`config.mk`:
```
export PLATFORM = sky130hd
export DESIGN_NAME = booth_seq_accum
export DESIGN_NICKNAME = d
export VERILOG_FILES = /design/src/rtl/booth_seq_accum.sv
export SDC_FILE = /design/constraint.sdc
export NUM_CORES = 1
export LEC_CHECK = 0
export ABC_CLOCK_PERIOD_IN_PS = 7850
export CAP_MARGIN = 5
export CORE_MARGIN = 2
export CORE_UTILIZATION = 40
export DETAILED_ROUTE_END_ITERATION = 10
export PLACE_DENSITY_LB_ADDON = 0.1
export SLEW_MARGIN = 20
export SYNTH_ARGS = -nofsm -noshare
export SYNTH_HDL_FRONTEND = slang
export SYNTH_SLANG_ARGS = --single-unit
export TNS_END_PERCENT = 10
```
`constraint.sdc`:
```
create_clock -name clk -period 7.85 [get_ports clk]
set_input_delay 0.785 -clock clk [delete_from_list [all_inputs] [get_ports clk]]
set_output_delay 0.785 -clock clk [all_outputs]
set_load 0.01 [all_outputs]
```
`src/rtl/booth_seq_accum.sv`:
```
// Sequential radix-4 Booth multiplier, 32x32 signed -> 64-bit signed.
// The encoder sits outside: this block drives the triplet and multiplicand, then accumulates the returned partial product.
module booth_seq_accum (
   input  logic        clk,
   input  logic        rst_n,
   input  logic        start,
   input  logic [31:0] multiplicand,
   input  logic [31:0] multiplier,
   output logic [2:0]  bits_out,
   output logic [31:0] m_out,
   input  logic [63:0] partial_in,
   output logic        busy,
   output logic        done,
   output logic [63:0] product
);

   typedef enum logic [1:0] {
      IDLE = 2'd0,
      RUN  = 2'd1,
      DONE = 2'd2
   } state_t;

   state_t      r_state;
   logic [32:0] r_shift;
   logic [63:0] r_acc;
   logic [63:0] r_product;
   logic [3:0]  r_count;
   logic [31:0] r_m;
   logic        r_busy;
   logic        r_done;

   logic [4:0]  w_shamt;
   logic [63:0] w_acc_next;

   // Digit k carries weight 4^k, so the partial product is shifted by 2k; the sum wraps mod 2^64.
   assign w_shamt    = {r_count, 1'b0};
   assign w_acc_next = r_acc + (partial_in << w_shamt);

   // NOTE: every register here is cleared by the asynchronous reset and updated with
   // non-blocking assignments, so all state moves together on the clock edge.
   always_ff @(posedge clk or negedge rst_n) begin
      if (!rst_n) begin
         r_state   <= IDLE;
         r_shift   <= '0;
         r_acc     <= '0;
         r_product <= '0;
         r_count   <= '0;
         r_m       <= '0;
         r_busy    <= 1'b0;
         r_done    <= 1'b0;
      end else begin
         case (r_state)
            IDLE: begin
               if (start) begin
                  r_m     <= multiplicand;
                  r_shift <= {multiplier, 1'b0};
                  r_acc   <= '0;
                  r_count <= '0;
                  r_busy  <= 1'b1;
                  r_state <= RUN;
               end
            end
            RUN: begin
               r_acc   <= w_acc_next;
               r_shift <= {{2{r_shift[32]}}, r_shift[32:2]};
               r_count <= r_count + 4'd1;
               if (r_count == 4'd15) begin
                  r_product <= w_acc_next;
                  r_done    <= 1'b1;
                  r_state   <= DONE;
               end
            end
            DONE: begin
               r_done  <= 1'b0;
               r_busy  <= 1'b0;
               r_state <= IDLE;
            end
            default: begin
               r_done  <= 1'b0;
               r_busy  <= 1'b0;
               r_state <= IDLE;
            end
         endcase
      end
   end

   assign bits_out = r_shift[2:0];
   assign m_out    = r_m;
   assign busy     = r_busy;
   assign done     = r_done;
   assign product  = r_product;

endmodule

```
After elaboration in Yosys (flattened, before gate mapping)
Cells that the tools add are included.
{ "classes": {"addsub": 2, "n_eq_ne": 4, "n_shift": 1, "mux": 13, "bitwise_logic": 2, "n_reduce_logical": 9} }
{ "ops": {"columns": ["op", "count"], "rows": [
  ["$pmux 64 s2", 1],
  ["$pmux 33 s2", 1],
  ["$add 64x64->64", 1],
  ["$mux 64", 1],
  ["$shl 64x5->64", 1],
  ["$mux 33", 1],
  ["$reduce_and 2->1", 6],
  ["$pmux 4 s2", 1],
  ["$add 4x1->4 const B", 1],
  ["$eq 4x4->1 const B", 1],
  ["$mux 2", 2],
  ["$mux 4", 1],
  ["$ne 2x2->1 const B", 2],
  ["$pmux 1 s2", 2],
  ["$pmux 2 s2", 1],
  ["$reduce_and 3->1", 1],
  ["$eq 2x1->1 const B", 1],
  ["$logic_not 2->1", 1],
  ["$mux 1", 2],
  ["$not 1->1", 2],
  ["$reduce_bool 2->1", 1]
]} }
{ "word_totals": {"regBits": 201, "input_bits": 131, "output_inout_bits": 101} }

Longest topological paths before layout
{ "logic_depth": {"word_depth": 3, "ltp_mapped": 22, "ltp_nobuf": 18} }

Worst setup path after synthesis
Ideal clock, no wire load.
{ "synth_timing": {"path_type": "register to register", "start": "reg r_count[0]", "end": "reg r_product[53] (netlist: product[53])", "setup_ps": 125, "arrival_time_ps": 4356, "t_required_ps": 7725, "path_slack_ps": 3369, "path_stages_with_launch": 22, "period_less_slack_ps": 4481, "cell_sequence": "dfrtp_1 buf_2 buf_2 buf_2 buf_2 mux2i_1 nor2_1 a21oi_1 nor2_1 a21oi_1 mux2i_1 ha_1 clkbuf_1 nand4_1 or4_1 o211ai_1 nor2_1 o31ai_4 a31oi_2 o21bai_2 xor2_1 mux2_2"} }
{ "synth_between": {"elab_chain_cells": 2, "word_cells_on_any_way": 4} }
{ "synth_lines": {"columns": ["element", "line_no", "source"], "rows": [
  ["start: declaration", "27", "logic [3:0] r_count;"],
  ["start signal: assignment", "66", "r_count <= r_count + 4'd1;"],
  ["$shl 64x5->64 or $eq 4x4->1 (tied branches)", "37, 67", null],
  ["$add 64x64->64 or $reduce_and 2->1 (tied branches)", null, null],
  ["end signal: assignment", "68", "r_product <= w_acc_next;"],
  ["end: declaration", "26", "logic [63:0] r_product;"]
]} }
Several ways; a longest one is shown, not always the timed one.
A chain may end at the register's enable or synchronous reset.

Final worst setup path
{ "layout_timing": {"start": "reg r_count[1]", "end": "reg r_acc[58]"} }
{ "layout_between": {"elab_chain_cells": 3} }
{ "layout_lines": {"columns": ["element", "line_no", "source"], "rows": [
  ["$shl 64x5->64", "37", "assign w_acc_next = r_acc + (partial_in << w_shamt);"],
  ["$add 64x64->64", "37", null],
  ["$pmux 64 s2", "52", "case (r_state)"],
  ["end signal: assignment", "64", "r_acc <= w_acc_next;"],
  ["end: declaration", "25", "logic [63:0] r_acc;"]
]} }
Every way passes these cells.

==> results summary <==
The largest incremental delay on the critical path is 1.04 ns. After synthesis, the share of flip-flops with an asynchronous set or reset is 1.000. The total routing usage reported by global routing is 0.2449.

TritonCTS built the clock tree. By instance count, the leading cell after synthesis is sky130_fd_sc_hd__nand2_1. The number of enable flip-flop cells after synthesis came out at 0. The startpoint of the most critical setup path is r_count[1].

The kind of cell with the highest combined delay along the critical path is compound AO/OA/AOI/OAI gates. After floorplanning, the core was divided into 68 placement rows. On the final layout, the worst clock skew is 0.01300 ns. In this run the critical register-to-register path is launched from r_count[1]. The endpoint identified for the worst register-to-register timing path is r_acc[58]. The area of the core came out at 34630 um^2. The wire-length estimate of the detail-placed layout is 33190 um. For the worst flop-to-flop path, the logic depth is 16.

The endpoint arrival time on the critical path is 6.23 ns. The worst relative slew slack came out at 0.2988. The die height came out at between 150 and 200 um. The number of fill cells came out at 3332. The total stage count of the critical path came out at 16.

The via count of the first global-routing pass is 12465. The count of pins on the block boundary is 232. The area growth from synthesis to layout is 24.37%. The area of combinational cells with multiple inputs came out at 8531 um^2. Buffers placed on the I/O ports in this run total around 230. The total congestion overflow after global routing is 0. CTS built an H-tree with a depth of 1. For this block, the initial DRC count from the detailed router was slightly below 1000.

The count of max-cap constraint violations came out at 0. For this run, the register share of the synthesized area comes to 0.3562. The worst min-delay path class is primary input to asynchronous set/reset pin. Before antenna repair, the detailed router went through 5 iterations.

The worst setup path is launched from a flip-flop. The flow ran to the end, and the final reports show no timing, DRC or antenna violations. After clock tree synthesis, the setup repair step added 0 buffers. The mean area per synthesized cell is 8.491 um^2. Using the TritonRoute via totals, the vias-per-cell ratio works out to 5.622.

The number of setup violations in the final report came out at 0. The cts-stage hold buffer count is 0. The cell at the slowest stage of the critical path is sky130_fd_sc_hd__dfrtp_2. The initial antenna violation count came out at 1. The required time at the worst-slack endpoint is 8.24 ns. Setup repair after global routing left no endpoint under its margin. For this run, design rule violations remaining after detail routing come to 0. The detail route stage leaves a number of antenna-violating nets equal to 0. The total number of vias came out at 12875. The routed design could run at a clock period as short as 5.843 ns. The first-pass GRT wire length came out at 70490 um. The starting density of the core came out at 0.4078. The upper clock frequency limit is roughly 0.17 GHz. Of the available clock period, the critical path in the final layout requires 0.7443. The clock passes through at most 3 buffers. After synthesis, the cell types taking the most area are sky130_fd_sc_hd__dfrtp_1 36%, sky130_fd_sc_hd__nand2_1 9.9%, sky130_fd_sc_hd__ha_1 5.7%.

The top fanout value on the critical path is 58. The clock latency reported for the late side of the worst-skew pair is 0.54 ns. The total number of clock tree sinks came out at 201. By count the netlist is led by 372 x sky130_fd_sc_hd__nand2_1, 201 x sky130_fd_sc_hd__dfrtp_1, 149 x sky130_fd_sc_hd__a21oi_1, 114 x sky130_fd_sc_hd__o21ai_0, 92 x sky130_fd_sc_hd__clkbuf_1. The footprint of the flip-flops and latches came out at ~5000 um^2.

The cell sitting at the root of the clock tree is a sky130_fd_sc_hd__clkbuf_16. The number of clock buffers added by TritonCTS is 26. The summed instance area of the synthesized netlist is 14120 um^2.

Counting distinct cell types in the post-synthesis netlist gives 74. The count of yosys warnings during synthesis came out at 0. The floorplan step defined a die boundary enclosing 36820 um^2.

In the synthesized netlist the dominant register cell turns out to be sky130_fd_sc_hd__dfrtp_1. The final hold violation count is 0. The synthesized netlist net count is 1859.

Of the post-synthesis cell area, the dominant cell type holds 0.3562. The average routed wire per standard cell is 19.71 um. The final routed wirelength across all metal layers is roughly 45000 um. The congestion estimate from routability-driven global placement came to 0.9348. The count of nets after finishing came out at slightly above 2000.

STA classifies the critical path endpoint as a flip-flop. The number of buffers and inverters on the critical path is 2. At the pin with the least slew margin, the transition time is 1.052 ns. By startpoint and endpoint, the worst setup path is classified as flip-flop to flip-flop.

Clock-pin slew was measured on the worst setup and hold paths at roughly 0.06 ns. The worst setup slack for register-to-register paths is 2.01 ns. The endpoint of the worst setup timing path is r_acc[58]. The largest net degree at the start of global routing came out at 89. The number of pins exceeding their max-slew limit in the final report came out at 0. The number of instances in the synthesized netlist is approximately 1700. The number of synthesized register bits is between 200 and 250. The critical path goes through inv_1, buf_4, a21oi_1, mux2i_1, o32ai_1, ha_1, a21oi_1, o21ai_1, or3_1, o21a_1, and2_4, a31o_4, a221oi_1, o21ai_0, xnor2_1, o21ai_0. The number of gates given a new drive strength after cts came out at 0. The die outline width came out at roughly 190 um. The sum of negative setup slack is 0 ns. Of the cells placed in the final design, the portion with a size suffix greater than 1 is 0.07361.

The leading area contributor after synthesis is sky130_fd_sc_hd__dfrtp_1.
## cell type report
type | instances | area share
Antenna cell | 1 | 0.0001425
Clock buffer | 35 | 0.04125
Clock inverter | 10 | 0.008194
Inverter | 24 | 0.005130
Multi-Input combinational cell | 1316 | 0.4858
Sequential cell | 201 | 0.2868
Tap cell | 455 | 0.03242
Timing Repair Buffer | 248 | 0.1403
## cells by family (layout without fill, tap and decap cells)
| logic type | Yosys count | count (layout) | share of synthesized area |
|---|---|---|---|
| simple gates | 594 | 594 | 0.1804 |
| compound gates | 479 | 479 | 0.2183 |
| flops | 201 | 201 | 0.3562 |
| buf+inv | 146 | 317 | 0.04147 |
| mux | 116 | 116 | 0.1070 |
| fa+ha+maj | 65 | 65 | 0.05813 |
| xor+xnor | 62 | 62 | 0.03846 |
| other cells | 0 | 1 | 0 |
## worst min path at each step
stage                    from     endpoint  slack, ns
global placement     m_out[9]     m_out[9]       0.46
detailed placement   m_out[3]     m_out[3]       0.46
CTS                     rst_n  product[17]       0.30
global route            rst_n  product[20]       0.34
finish                  rst_n  product[20]       0.29
floorplan           r_acc[26]    r_acc[26]       0.46
## layout by cell type (no fill, tap or decap), types with 4 or more instances in the layout
| master | netlist | routed |
|---|---|---|
| sky130_fd_sc_hd__a22o_1 | 55 | 55 |
| sky130_fd_sc_hd__o211ai_1 | 4 | 4 |
| sky130_fd_sc_hd__a221oi_1 | 4 | 4 |
| sky130_fd_sc_hd__mux2i_1 | 73 | 73 |
| sky130_fd_sc_hd__clkbuf_1 | 92 | 5 |
| sky130_fd_sc_hd__and2_1 | 5 | 5 |
| sky130_fd_sc_hd__mux2_2 | 16 | 16 |
| sky130_fd_sc_hd__buf_4 | 3 | 16 |
| sky130_fd_sc_hd__o21ai_0 | 114 | 114 |
| sky130_fd_sc_hd__nand3_1 | 16 | 16 |
| sky130_fd_sc_hd__a211oi_1 | 14 | 14 |
| sky130_fd_sc_hd__o22ai_1 | 6 | 6 |
| sky130_fd_sc_hd__xnor2_1 | 32 | 32 |
| sky130_fd_sc_hd__nor2_1 | 85 | 85 |
| sky130_fd_sc_hd__mux4_2 | 26 | 26 |
| sky130_fd_sc_hd__xor2_1 | 30 | 30 |
| sky130_fd_sc_hd__or2_2 | 4 | 4 |
| sky130_fd_sc_hd__and3_1 | 6 | 6 |
| sky130_fd_sc_hd__clkbuf_8 | 0 | 5 |
| sky130_fd_sc_hd__nand4_1 | 25 | 25 |
| sky130_fd_sc_hd__nand2b_1 | 8 | 8 |
| sky130_fd_sc_hd__nor3_1 | 15 | 15 |
| sky130_fd_sc_hd__nand2_1 | 372 | 371 |
| sky130_fd_sc_hd__ha_1 | 64 | 64 |
| sky130_fd_sc_hd__clkbuf_16 | 0 | 26 |
| sky130_fd_sc_hd__o21bai_1 | 20 | 19 |
| sky130_fd_sc_hd__a31oi_1 | 7 | 7 |
| sky130_fd_sc_hd__a21o_1 | 22 | 22 |
| sky130_fd_sc_hd__o21ai_1 | 7 | 7 |
| sky130_fd_sc_hd__o21a_1 | 9 | 9 |
| sky130_fd_sc_hd__a22oi_1 | 31 | 31 |
| sky130_fd_sc_hd__a21oi_1 | 149 | 149 |
| sky130_fd_sc_hd__nor2b_1 | 46 | 43 |
| sky130_fd_sc_hd__inv_1 | 23 | 22 |
| sky130_fd_sc_hd__clkdlybuf4s50_1 | 0 | 230 |
| sky130_fd_sc_hd__dfrtp_1 | 201 | 198 |
## layer usage
metal	vias to the layer above	global-route usage	wire [um]
li1	6212	-	-
met1	6227	0.3350	20300
met2	377	0.3777	20060
met3	59	0.07071	3538
met4	0	0.06627	1234
met5	-	0	0
## through the flow
stage	utilization	area (um^2)	hold WS (ns)	std cells	setup slack, ns
finish	0.5071	17560	0.2937	2290	2.007
global placement	0.4812	16660	0.4567	2243	2.097
floorplan	-	14120	0.4563	1663	3.369
global route	0.5070	17560	0.3381	2289	1.632
detailed placement	0.4812	16660	0.4623	2243	2.070
CTS	0.5063	17530	0.3046	2288	2.043
## registers in the layout, summed over array words and instances (netlist names)
signal,cells
r_count,4
busy,1
product,64
r_acc,64
r_shift,33
m_out,32
done,1
r_state,2
Power is left out: the tool's default activity adds up to more than one toggle a clock period on the data nets, which glitch-free logic cannot reach.
